`config.mk`:
```
export PLATFORM = sky130hd
export DESIGN_NAME = config_frame_loader
export DESIGN_NICKNAME = d
export VERILOG_FILES = /design/src/rtl/config_frame_loader_pkg.sv /design/src/rtl/frame_strobe_decoder.sv /design/src/rtl/config_frame_loader.sv
export SDC_FILE = /design/constraint.sdc
export NUM_CORES = 1
export LEC_CHECK = 0
export ABC_CLOCK_PERIOD_IN_PS = 13400
export BUFFER_PORTS_ARGS = -buffer_cell sky130_fd_sc_hd__clkbuf_2
export CAP_MARGIN = 20
export CORE_AREA = 8 8 191 175
export CTS_CLUSTER_SIZE = 8
export DETAILED_ROUTE_END_ITERATION = 16
export DIE_AREA = 0 0 199 183
export PLACE_DENSITY = 0.71
export SETUP_SLACK_MARGIN = 0.02
export SLEW_MARGIN = 20
export SYNTH_ARGS = -nofsm -noshare
export SYNTH_HDL_FRONTEND = slang
export SYNTH_SLANG_ARGS = --single-unit
```
`constraint.sdc`:
```
create_clock -name CLK -period 13.4 [get_ports CLK]
set_input_delay 2.68 -clock CLK [delete_from_list [all_inputs] [get_ports CLK]]
set_output_delay 2.68 -clock CLK [all_outputs]
set_load 0.01 [all_outputs]
```
`src/rtl/config_frame_loader_pkg.sv`:
```
// Shared definitions for the configuration frame loader.
//   - loaderState_e      : loader FSM states (IDLE, HEADER, DATA)
//   - DefaultSyncWord    : default start-of-bitstream marker
//   - DefaultDesyncWord  : default end-of-bitstream marker
//   - HdrCol*/HdrRsvd*   : header field positions (column [7:0], reserved [31:8])
package config_loader_pkg;

  typedef enum logic [1:0] {
    IDLE,
    HEADER,
    DATA
  } loaderState_e;

  localparam logic [31:0] DefaultSyncWord   = 32'hFAB0_FAB1;
  localparam logic [31:0] DefaultDesyncWord = 32'hFAB0_FAB0;

  localparam int HdrColLsb  = 0;
  localparam int HdrColMsb  = 7;
  localparam int HdrRsvdLsb = 8;
  localparam int HdrRsvdMsb = 31;

endpackage

```
`src/rtl/frame_strobe_decoder.sv`:
```
// Registered one-hot decoder that turns a (column, frame, enable) request
// into a single-cycle strobe on bit column*MaxFramesPerCol + frame.
// Ports:
//   clk_i     : clock, rising edge
//   rst_i     : asynchronous active-high reset
//   column_i  : column index of the frame to strobe
//   frame_i   : frame index within the column
//   enable_i  : request a strobe on the next edge
//   strobe_o  : one-hot strobe vector, MaxFramesPerCol*NumColumns bits
module frame_strobe_decoder #(
  parameter int MaxFramesPerCol = 20,
  parameter int NumColumns      = 16,
  parameter int FrameCntW       = $clog2(MaxFramesPerCol)
) (
  input  logic                                  clk_i,
  input  logic                                  rst_i,
  input  logic [7:0]                            column_i,
  input  logic [FrameCntW-1:0]                  frame_i,
  input  logic                                  enable_i,
  output logic [MaxFramesPerCol*NumColumns-1:0] strobe_o
);

  localparam int NumStrobes = MaxFramesPerCol * NumColumns;
  localparam int IdxW       = $clog2(NumStrobes);

  logic [IdxW-1:0]       index;
  logic [NumStrobes-1:0] strobe_d;
  logic [NumStrobes-1:0] strobe_q;

  // Flat index of the addressed frame. The column has already been
  // range-checked by the loader, so the index always lands in the vector.
  always_comb begin
    index    = IdxW'(column_i) * IdxW'(MaxFramesPerCol) + IdxW'(frame_i);
    strobe_d = '0;
    for (int i = 0; i < NumStrobes; i++) begin
      strobe_d[i] = enable_i && (index == IdxW'(i));
    end
  end

  // Strobe register: with no request it falls back to all-zero, so every
  // strobe lasts exactly one cycle.
  always_ff @(posedge clk_i or posedge rst_i) begin
    if (rst_i) begin
      strobe_q <= '0;
    end else begin
      strobe_q <= strobe_d;
    end
  end

  assign strobe_o = strobe_q;

endmodule

```
`src/rtl/config_frame_loader.sv`:
```
// Configuration frame loader: consumes a 32-bit word stream, waits for the
// sync word, decodes per-column headers and writes frame words into the
// fabric with a one-cycle strobe on the addressed frame.
// Ports:
//   CLK, RST      : clock (rising edge) and asynchronous active-high reset
//   WriteData     : incoming configuration word
//   WriteValid    : WriteData valid
//   WriteReady    : loader accepts a word (low during reset and one cycle after)
//   FrameData     : frame word, stable for the whole strobe cycle
//   FrameStrobe   : one-hot frame write strobe, bit = col*MaxFramesPerCol+frame
//   ConfigActive  : high between sync and desync
//   ConfigDone    : sticky, set by desync
//   ConfigError   : sticky, set by a bad header
module config_frame_loader
  import config_loader_pkg::*;
#(
  parameter int          FrameBitsPerRow = 32,
  parameter int          MaxFramesPerCol = 20,
  parameter int          NumColumns      = 16,
  parameter logic [31:0] SyncWord        = DefaultSyncWord,
  parameter logic [31:0] DesyncWord      = DefaultDesyncWord
) (
  input  logic                                  CLK,
  input  logic                                  RST,
  input  logic [31:0]                           WriteData,
  input  logic                                  WriteValid,
  output logic                                  WriteReady,
  output logic [FrameBitsPerRow-1:0]            FrameData,
  output logic [MaxFramesPerCol*NumColumns-1:0] FrameStrobe,
  output logic                                  ConfigActive,
  output logic                                  ConfigDone,
  output logic                                  ConfigError
);

  localparam int                   FrameCntW = $clog2(MaxFramesPerCol);
  localparam logic [FrameCntW-1:0] LastFrame = FrameCntW'(MaxFramesPerCol - 1);

  loaderState_e               state_q, state_d;
  logic [7:0]                 column_q, column_d;
  logic [FrameCntW-1:0]       frameCnt_q, frameCnt_d;
  logic                       ready_q;
  logic                       active_q, active_d;
  logic                       done_q, done_d;
  logic                       error_q, error_d;
  logic                       pendEn_q, pendEn_d;
  logic [7:0]                 pendCol_q, pendCol_d;
  logic [FrameCntW-1:0]       pendFrame_q, pendFrame_d;
  logic [FrameBitsPerRow-1:0] pendData_q, pendData_d;
  logic [FrameBitsPerRow-1:0] frameData_q;

  logic       accept;
  logic [7:0] hdrCol;
  logic       headerOk;

  assign accept   = WriteValid && ready_q;
  assign hdrCol   = WriteData[HdrColMsb:HdrColLsb];
  assign headerOk = (WriteData[HdrRsvdMsb:HdrRsvdLsb] == '0) &&
                    ({24'd0, hdrCol} < 32'(NumColumns));

  // Next-state logic. An accepted data word is parked in the pending stage;
  // the strobe and the visible FrameData both come out of that stage one
  // edge later, which keeps FrameData equal to the strobed word even when
  // words arrive back to back.
  always_comb begin
    state_d     = state_q;
    column_d    = column_q;
    frameCnt_d  = frameCnt_q;
    active_d    = active_q;
    done_d      = done_q;
    error_d     = error_q;
    pendEn_d    = 1'b0;
    pendCol_d   = pendCol_q;
    pendFrame_d = pendFrame_q;
    pendData_d  = pendData_q;

    if (accept) begin
      case (state_q)
        IDLE: begin
          if (WriteData == SyncWord) begin
            state_d  = HEADER;
            active_d = 1'b1;
            done_d   = 1'b0;
            error_d  = 1'b0;
          end
        end
        HEADER: begin
          if (WriteData == DesyncWord) begin
            state_d  = IDLE;
            active_d = 1'b0;
            done_d   = 1'b1;
          end else if (headerOk) begin
            state_d    = DATA;
            column_d   = hdrCol;
            frameCnt_d = '0;
          end else begin
            state_d  = IDLE;
            active_d = 1'b0;
            error_d  = 1'b1;
          end
        end
        DATA: begin
          pendEn_d    = 1'b1;
          pendCol_d   = column_q;
          pendFrame_d = frameCnt_q;
          pendData_d  = FrameBitsPerRow'(WriteData);
          if (frameCnt_q == LastFrame) begin
            frameCnt_d = '0;
            state_d    = HEADER;
          end else begin
            frameCnt_d = frameCnt_q + FrameCntW'(1);
          end
        end
        default: state_d = IDLE;
      endcase
    end
  end

  // State and datapath registers. ready_q comes up one edge after reset
  // release, giving the required dead cycle on WriteReady.
  always_ff @(posedge CLK or posedge RST) begin
    if (RST) begin
      state_q     <= IDLE;
      column_q    <= '0;
      frameCnt_q  <= '0;
      ready_q     <= 1'b0;
      active_q    <= 1'b0;
      done_q      <= 1'b0;
      error_q     <= 1'b0;
      pendEn_q    <= 1'b0;
      pendCol_q   <= '0;
      pendFrame_q <= '0;
      pendData_q  <= '0;
      frameData_q <= '0;
    end else begin
      state_q     <= state_d;
      column_q    <= column_d;
      frameCnt_q  <= frameCnt_d;
      ready_q     <= 1'b1;
      active_q    <= active_d;
      done_q      <= done_d;
      error_q     <= error_d;
      pendEn_q    <= pendEn_d;
      pendCol_q   <= pendCol_d;
      pendFrame_q <= pendFrame_d;
      pendData_q  <= pendData_d;
      if (pendEn_q) begin
        frameData_q <= pendData_q;
      end
    end
  end

  frame_strobe_decoder #(
    .MaxFramesPerCol(MaxFramesPerCol),
    .NumColumns     (NumColumns),
    .FrameCntW      (FrameCntW)
  ) u_strobeDecoder (
    .clk_i   (CLK),
    .rst_i   (RST),
    .column_i(pendCol_q),
    .frame_i (pendFrame_q),
    .enable_i(pendEn_q),
    .strobe_o(FrameStrobe)
  );

  assign WriteReady   = ready_q;
  assign FrameData    = frameData_q;
  assign ConfigActive = active_q;
  assign ConfigDone   = done_q;
  assign ConfigError  = error_q;

endmodule
```
# --- Yosys cells after proc, flatten, opt, wreduce, memory -nomap -nowiden ---
# Index checks and enable logic that the tools add are counted.
classes:
  multipliers: 1
  n_eq_ne: 331
  n_mux: 21
  n_reduce_logical: 334
  n_bitwise: 1
  magnitude_cmp: 1
  n_addsub: 2
op_table:
  columns: ["operator", "count"]
  rows:
  - ["9-bit by 8-bit equality test with 1-bit output (second input constant)", 128]
  - ["9-bit by 7-bit equality test with 1-bit output (second input constant)", 64]
  - ["9-bit equality test (second input constant)", 64]
  - ["1-bit logical AND", 322]
  - ["9-bit by 6-bit equality test with 1-bit output (second input constant)", 32]
  - ["9-bit by 5-bit equality test with 1-bit output (second input constant)", 16]
  - ["9-bit by 4-bit equality test with 1-bit output (second input constant)", 8]
  - ["32-bit equality test (second input constant)", 2]
  - ["9-bit by 3-bit equality test with 1-bit output (second input constant)", 4]
  - ["24-bit zero test", 1]
  - ["9-bit by 2-bit equality test with 1-bit output (second input constant)", 2]
  - ["4-bit AND reduction", 4]
  - ["5-bit 2-to-1 mux", 3]
  - ["2-bit != test (second input constant)", 6]
  - ["5-bit case mux with 2 select lines", 1]
  - ["9-bit by 5-bit adder with 9-bit output", 1]
  - ["9-bit by 1-bit equality test with 1-bit output (second input constant)", 1]
  - ["9-bit zero test", 1]
  - ["1-bit 2-to-1 mux", 9]
  - ["8-bit by 5-bit less-than comparator with 1-bit output (second input constant)", 1]
  - ["8-bit by 3-bit multiplier with 7-bit output (second input constant)", 1]
  - ["2-bit 2-to-1 mux", 4]
  - ["1-bit case mux with 2 select lines", 3]
  - ["2-bit case mux with 3 select lines", 1]
  - ["11 further kinds", 12]
word_totals:
  regBits: 417

# --- Longest topological paths before layout ---
# Gate-level depths: netlist (run 1).
depth:
  depth_word: 5
  mapped_depth: 10
  depth_no_buf: 8

# --- Hierarchy ---
# From an unflattened synthesis (run 1), not the netlist that was laid out.
unflattened:
  hier_cells: 1219
  hier_area_um2: 14894.3
modules_own_cells:
  columns: ["module", "instances", "cells_per_inst", "area_per_inst_um2"]
  rows:
  - ["frame_strobe_decoder", 1, 850, 10980.5]
  - ["config_frame_loader", 1, 369, 3913.8]

# --- Least setup slack after synthesis (run 1) ---
# OpenSTA, ideal clock, no wires.
synth_path:
  path_type: "input-to-reg"
  startpoint: "input port WriteData[21]"
  endpoint: "register column_q[0]"
  t_arrival_ns: 4.421
  stages: 4
  required_time_ns: 13.275
  setup_time_ns: 0.125
  setup_slack_ns: 8.854
  path_cell_list: "or4_1 > or4_4 > nor3_4 > mux2_2"
synth_via:
  elab_chain_cells: 3
synth_lines:
  columns: ["item", "line", "text"]
  rows:
  - ["start, declared", "config_frame_loader.sv:25", "input logic [31:0] WriteData,"]
  - ["32-bit equality test or 24-bit zero test (tied branches)", "config_frame_loader.sv:87, config_frame_loader.sv:57", null]
  - ["1-bit inverter (no source line) or 1-bit logical AND (tied branches)", null, null]
  - ["4-bit AND reduction (no source line) (*)", null, null]
  - ["end signal, assigned", "config_frame_loader.sv:136", "column_q <= column_d;"]
  - ["end, declared", "config_frame_loader.sv:39", "logic [7:0] column_q, column_d;"]
# Every way passes the cells marked *; elsewhere a longest branch is shown, timed or not.
# A chain may end at the register's enable or synchronous reset.

==> summary.txt, run 1 <==
Outcome
  – Status: completed

Setup path
  – Worst setup path end: u_strobeDecoder.strobe_o[196]$_DFF_PP0_
  – CP max FO: 191
  – Setup crit start: RST
  – CP max stage cell: buf_4
  – Crit path DAT: 5.23 ns
  – Worst setup SP type: input port
  – Worst reg-to-reg path cell count: 8
  – WP depth: 5
  – Worst path cell trace: clkbuf_2 -> clkinvlp_4 -> buf_4 -> buf_4 -> buf_12
  – Critical Path Sink Type: async pin
  – Crit-path most repeated cell: buf_4
  – CP max stage delay: 0.82 ns
  – Reg-to-reg startpoint: pendCol_q[1]$_DFFE_PP0P_
  – Reg-to-reg endpoint: u_strobeDecoder.strobe_o[176]$_DFF_PP0_
  – Worst Path Required: 13.93 ns
  – Critical path class: in2async
  – Slack of the worst reg-to-reg path: 9.42 ns
  – Worst path bufs/invs: 5
  – CP top delay family: buffers and inverters

Yosys
  – Yosys warns: 0
  – Mapped Cells: 1145
  – Synth unique cells: 55
  – Synth async-reset ratio: 1.00
  – Number of synthesized flops with an enable pin: 0
  – Number of synthesized register bits: 415
  – Syn Nets: 1194
  – Top cell type by total area after synthesis: dfrtp_1
  – Synthesized area: 14000 um^2
  – Avg Inst Size Synth: 12.2 um^2
  – Most used flip-flop cell after synthesis: dfrtp_1
  – Register area share after synthesis: 0.742
  – Synth area leaders: dfrtp_1 74%, nor2_1 8.8%, nand2_1 3.8%, mux2_2 2.9%, nand3_1 1.5%
  – Area share of the largest cell type after synthesis: 0.742

STA
  – Max Fclk: 213 MHz
  – Slew HR: 0.313
  – Post-Route Setup TNS: 0 ns
  – Tcrit/Tclk final: 0.351
  – RSZ-0062 raised after global routing: no
  – Slew Limit Fails: 0
  – Final count of hold timing violations: 0
  – Setup violators final: 0
  – Measured slew at the worst slew-check pin: 1.03 ns
  – Post-Route Skew: 0.0464 ns
  – Min cycle time layout: 4.70 ns

Floorplanning
  – Die width: 199 um
  – Die Ht: 183 um
  – Top Ports: 391
  – Full die area: 36400 um^2
  – Core Rows: 61
  – Initial Util: 0.462
  – Core ar.: 30300 um^2

Power
  – Worst IR drop on VDD: 0.000107 V
  – Switching Share: 0.205
  – Clock share of power: 0.489
  – Comb pwr share: 0.014
  – Register share of total power: 0.497
  – P_sw: 0.000519 W
  – Pwr/cell area: 141 nW/um^2
  – Total power: 0.00253 W
  – Leak pwr: 9.72 nW
  – Pint: 0.00201 W

Final layout
  – Layout cells sized above 1: 0.331
  – Area taken by multi-input logic gates: 3340 um^2
  – # diodes: 0
  – # fillers: 2357
  – Register area: 10400 um^2
  – Total Nets Final: 1596
  – Most frequent cells in the layout: 415 x dfrtp_1, 390 x clkbuf_2, 328 x nor2_1, 142 x nand2_1, 57 x clkbuf_16
  – Commonest non-fill, non-tap cell in the layout: dfrtp_1
  – Area delta synth->final: 27.8%

GRT
  – Met3 GRT Util: 0.0627
  – Largest net degree at the start of global routing: 192
  – Met1 Resource Use GR: 0.287
  – Vias in the first global route: 10500
  – GRT met2 Usage: 0.378
  – Global route total overflow: 0
  – Gr usage total: 0.231
  – Initial antenna violation count: 0
  – Global-route wire length before repair: 64100 um
  – GR peak layer: met2

Clock network
  – Root Driver: clkbuf_16
  – Worst-Skew Late Latency: 0.59 ns
  – Resized cells post-CTS: 0
  – CTS clk-pin slew, worst paths: 0.05 ns
  – CTS tree: done
  – CTS buffer count: 57
  – CTS max path bufs: 3
  – CTS hold repair buffers: 0
  – Post-CTS Setup Bufs: 0
  – H-tree depth: 2
  – Sink Count: 415

Run
  – Maxcap violations: 0

Place
  – HPWL Detailed: 29700 um
  – RePlAce Congestion: 0.851
  – Port buffer count: 390

Hold path
  – HP Class: reg2reg
  – Hold Path Depth: 2

Routing
  – Antenna-violating nets left: 0
  – Iteration-0 DRC Markers: 635
  – # DRC: 0
  – Drt total wl: 42600 um
  – Vias per inst: 5.11
  – Avg WL per Cell: 21.8 um
  – DR pass1 iterations: 7
  – Vias: 10000
synth_stat cells (5+ instances only):
cell and number:
buf_1 5, nand2_1 142, nor4_1 5, clkbuf_1 40
o211ai_1 5, a21o_1 7, nand3_1 41, mux2_2 36
nor2_1 328, buf_2 15, o21ai_0 10, inv_1 6
dfrtp_1 415, ha_1 12
power groups by stage:
stage	Sequential [W]	Clock [W]	Combinational, W
4_1_cts	0.00126	0.00125	0.0000364
6_report	0.00126	0.00124	0.0000351
3_3_place_gp	0.00128	0	0.0000354
2_1_floorplan	0.00128	0	0.0000203
5_1_grt	0.00125	0.00131	0.0000411
3_5_place_dp	0.00128	0	0.0000363
worst min-delay path by stage:
stage	startpoint	slack, ns	end
6_report	pendData_q[29]$_DFFE_PP0P_	0.47	pendData_q[29]$_DFFE_PP0P_
5_1_grt	pendData_q[3]$_DFFE_PP0P_	0.48	pendData_q[3]$_DFFE_PP0P_
4_1_cts	column_q[6]$_DFFE_PP0P_	0.47	pendCol_q[6]$_DFFE_PP0P_
3_5_place_dp	pendData_q[29]$_DFFE_PP0P_	0.46	pendData_q[29]$_DFFE_PP0P_
3_3_place_gp	pendData_q[14]$_DFFE_PP0P_	0.45	pendData_q[14]$_DFFE_PP0P_
2_1_floorplan	column_q[5]$_DFFE_PP0P_	0.43	pendCol_q[5]$_DFFE_PP0P_
area by class of cell:
type / instances / share of cell area
Clock buffer: 58 / 0.0800
Clock inverter: 3 / 0.00427
Inverter: 7 / 0.00168
Multi-Input combinational cell: 660 / 0.187
Sequential cell: 415 / 0.581
Tap cell: 409 / 0.0286
Timing Repair Buffer: 406 / 0.118
cell families after synthesis:
group | synth area share
buffers and inverters | 0.0204
flip-flops | 0.742
AO/OA/AOI/OAI | 0.0241
other | 0.000268
multiplexers | 0.0297
AND/OR/NAND/NOR | 0.163
adder cells (fa/ha/maj) | 0.0136
XOR/XNOR | 0.00706
registers in the layout (all words and copies together), names as in the netlist:
signal	flops
ConfigDone	1
pendData_q	32
WriteReady	1
pendCol_q	7
FrameData	32
pendFrame_q	5
state_q	2
u_strobeDecoder.strobe_o	320
pendEn_q	1
ConfigActive	1
ConfigError	1
column_q	7
frameCnt_q	5
metrics by stage:
stage	std cells	hold slack (ns)	setup WS, ns	utilization	instance area [um^2]
3_3_place_gp	1896	0.453	7.94	0.539	16300
3_5_place_dp	1896	0.457	7.89	0.539	16300
6_report	1958	0.467	8.70	0.590	17900
2_1_floorplan	1145	0.431	5.12	-	14000
5_1_grt	1958	0.482	8.32	0.590	17900
4_1_cts	1957	0.468	8.49	0.589	17900
worst register-to-register path: stages, from the launching register on:
cell	delay [ns]
dfrtp_1	0.44
ha_1	0.33
ha_1	0.22
fa_1	0.48
xor2_1	0.37
and4_1	0.31
xnor3_1	0.53
nand3_1	0.87
nor2_1	0.34
layer usage:
layer / share of wire / vias to the layer above
met1: 0.39 / 5042
met4: 0.038 / 0
met5: 0 / -
li1: - / 4416
met2: 0.49 / 464
met3: 0.088 / 84
No activity file was read; power rests on OpenSTA's default activity.
==> run 2: changes to the inputs <==
- ABC_CLOCK_PERIOD_IN_PS: 13400 -> 4900
- CORE_AREA: 8 8 191 175 -> 8 8 182 167
- DIE_AREA: 0 0 199 183 -> 0 0 190 175
- PLACE_DENSITY: 0.71 -> 0.75
- clock period: 13.4 -> 4.9 ns (I/O delays scaled with it)
==> run 2 against run 1 <==
  * Sequential share of layout area up 0.065 points
  * Clock-buffer cell count unchanged
  * Register-to-register slack worse by 8.4 ns
  * Combinational power rose to 3.0 times the previous value
  * First-iteration DRC count up 23%
  * Largest cell class unchanged
==> summary.txt, run 2 (same netlist as run 1, synthesis figures left out) <==
Routing
  – Iteration-0 DRC Markers: 779 (+23%)
  – Vias: 10200 (+2.4%)
  – DR pass1 iterations: 5 (-2)
  – Antenna-violating nets left: 0 (unchanged)
  – Vias per inst: 5.36 (+4.9%)
  – Drt total wl: 44800 um (+5.2%)
  – # DRC: 0 (unchanged)
  – Avg WL per Cell: 23.5 um (+7.8%)

Floorplanning
  – Initial Util: 0.512 (+0.0497)
  – Core Rows: 58 (-4.9%)
  – Die Ht: 175 um (-4.4%)
  – Top Ports: 391 (unchanged)
  – Core ar.: 27400 um^2 (-9.7%)
  – Die width: 190 um (-4.5%)
  – Full die area: 33300 um^2 (-8.7%)

STA
  – Worst Setup Slack, final: 1.06 ns (-7.64 ns)
  – Final count of hold timing violations: 0 (unchanged)
  – Slew Limit Fails: 0 (unchanged)
  – Setup violators final: 0 (unchanged)
  – Min cycle time layout: 3.84 ns
  – Max Fclk: 260 MHz
  – Post-Route Setup TNS: 0 ns (unchanged)
  – Tcrit/Tclk final: 0.784
  – Slew HR: 0.221 (-0.0914)
  – RSZ-0062 raised after global routing: no
  – Post-Route Skew: 0.0564 ns (+0.0100 ns)
  – Measured slew at the worst slew-check pin: 1.17 ns (+0.137 ns)

Final layout
  – Final Cell Area: 17900 um^2 (-0.11%)
  – Non-Filler Instances: 1911 (-2.4%)
  – Total Nets Final: 1598 (+0.13%)
  – # diodes: 0 (unchanged)
  – Commonest non-fill, non-tap cell in the layout: dfrtp_1
  – Area delta synth->final: 27.6%
  – Max FFs per register: 320 (unchanged)
  – Most frequent cells in the layout: 415 x dfrtp_1, 390 x clkbuf_2, 328 x nor2_1, 142 x nand2_1, 57 x clkbuf_16
  – Layout cells sized above 1: 0.331 (+0.000863)

Clock network
  – Worst-Skew Late Latency: 0.59 ns (about the same)
  – CTS max path bufs: 3 (unchanged)
  – Post-CTS Setup Bufs: 0 (unchanged)
  – CTS hold repair buffers: 0 (unchanged)
  – Resized cells post-CTS: 0 (unchanged)
  – Sink Count: 415 (unchanged)
  – Root Driver: clkbuf_16
  – CTS buffer count: 57 (unchanged)
  – CTS clk-pin slew, worst paths: 0.05 ns (about the same)
  – CTS tree: done
  – H-tree depth: 2 (unchanged)

Setup path
  – Crit path DAT: 4.30 ns (-0.93 ns)
  – Worst Path Required: 5.35 ns (-8.58 ns)
  – Critical Path Sink Type: register
  – Slack of the worst reg-to-reg path: 1.06 ns (-8.36 ns)
  – Reg-to-reg endpoint: u_strobeDecoder.strobe_o[46]$_DFF_PP0_
  – Worst reg-to-reg path cell count: 9 (+1)
  – Reg-to-reg startpoint: pendCol_q[1]$_DFFE_PP0P_
  – Worst setup SP type: register
  – CP max FO: 24 (-87%)
  – Critical path class: reg2reg

GRT
  – Gr usage total: 0.266 (+0.0354)
  – Largest net degree at the start of global routing: 112 (-42%)
  – Initial antenna violation count: 0 (unchanged)
  – Vias in the first global route: 10900 (+3.7%)
  – Global route total overflow: 0 (unchanged)
  – Global-route wire length before repair: 67500 um (+5.2%)

Place
  – HPWL Detailed: 30500 um (+2.8%)
  – RePlAce Congestion: 0.831 (-2.3%)
  – Placed cell count: 1849 (-2.5%)
  – Place WS: 1.08 ns (-6.81 ns)
  – Port buffer count: 390 (unchanged)
  – Placed Area: 16300 um^2 (about the same)

Run
  – Maxcap violations: 0 (unchanged)

Outcome
  – Status: completed

Power
  – Worst IR drop on VDD: 0.000270 V (+150%)
  – Pwr/cell area: 388 nW/um^2 (+170%)
  – Leak pwr: 9.74 nW (+0.17%)

Hold path
  – HP Class: in2async
## run 2: through the flow
step | util | hold WS, ns | power, W
final | 0.653 | 0.397 | 0.00694
after global routing | 0.653 | 0.396 | 0.00714
after CTS | 0.652 | 0.428 | 0.00698
after detailed placement | 0.597 | 0.454 | 0.00360
after global placement | 0.597 | 0.445 | 0.00360
after floorplan | - | 0.431 | 0.00355
## run 2: worst max path at each step
stage / cells after the start / end / slack (ns) / from
floorplan: 1 / ConfigActive$_DFFE_PP0P_ / -1.68 / RST
global placement: 9 / u_strobeDecoder.strobe_o[32]$_DFF_PP0_ / 1.27 / pendCol_q[1]$_DFFE_PP0P_
detailed placement: 9 / u_strobeDecoder.strobe_o[291]$_DFF_PP0_ / 1.08 / pendCol_q[1]$_DFFE_PP0P_
CTS: 9 / u_strobeDecoder.strobe_o[34]$_DFF_PP0_ / 1.09 / pendCol_q[1]$_DFFE_PP0P_
global route: 9 / u_strobeDecoder.strobe_o[46]$_DFF_PP0_ / 0.71 / pendCol_q[1]$_DFFE_PP0P_
finish: 9 / u_strobeDecoder.strobe_o[46]$_DFF_PP0_ / 1.06 / pendCol_q[1]$_DFFE_PP0P_
## run 2: layout make-up
cell class / instances / area [um^2]
tap: 360 / 450
inverter: 7 / 30.0
clock buffer: 58 / 1430
multi-input combinational: 660 / 3340
clock inverter: 3 / 76.3
fill: 2005 / 9490
sequential: 415 / 10400
timing repair buffer: 408 / 2150
## run 2: critical path: stages (launching register included)
cell      delay (ns)
dfrtp_1         0.42
ha_1            0.31
ha_1            0.22
fa_1            0.48
xor2_1          0.39
o211ai_1        0.24
a211oi_1        0.71
o211ai_1        0.48
buf_4           0.37
nor2_1          0.13
## run 2: layer usage
layer | up-vias | share of wire | GRT usage
met3 | 139 | 0.10 | 0.0903
met2 | 573 | 0.48 | 0.427
li1 | 4431 | - | -
met1 | 5103 | 0.36 | 0.311
met4 | 0 | 0.057 | 0.147
met5 | - | 0 | 0
## run 2: power by group
part / switching (W) / internal [W] / leakage [nW]
combinational: 0.0000829 / 0.0000226 / 3.22
sequential: 0.000000446 / 0.00344 / 5.78
clock: 0.00135 / 0.00204 / 0.733
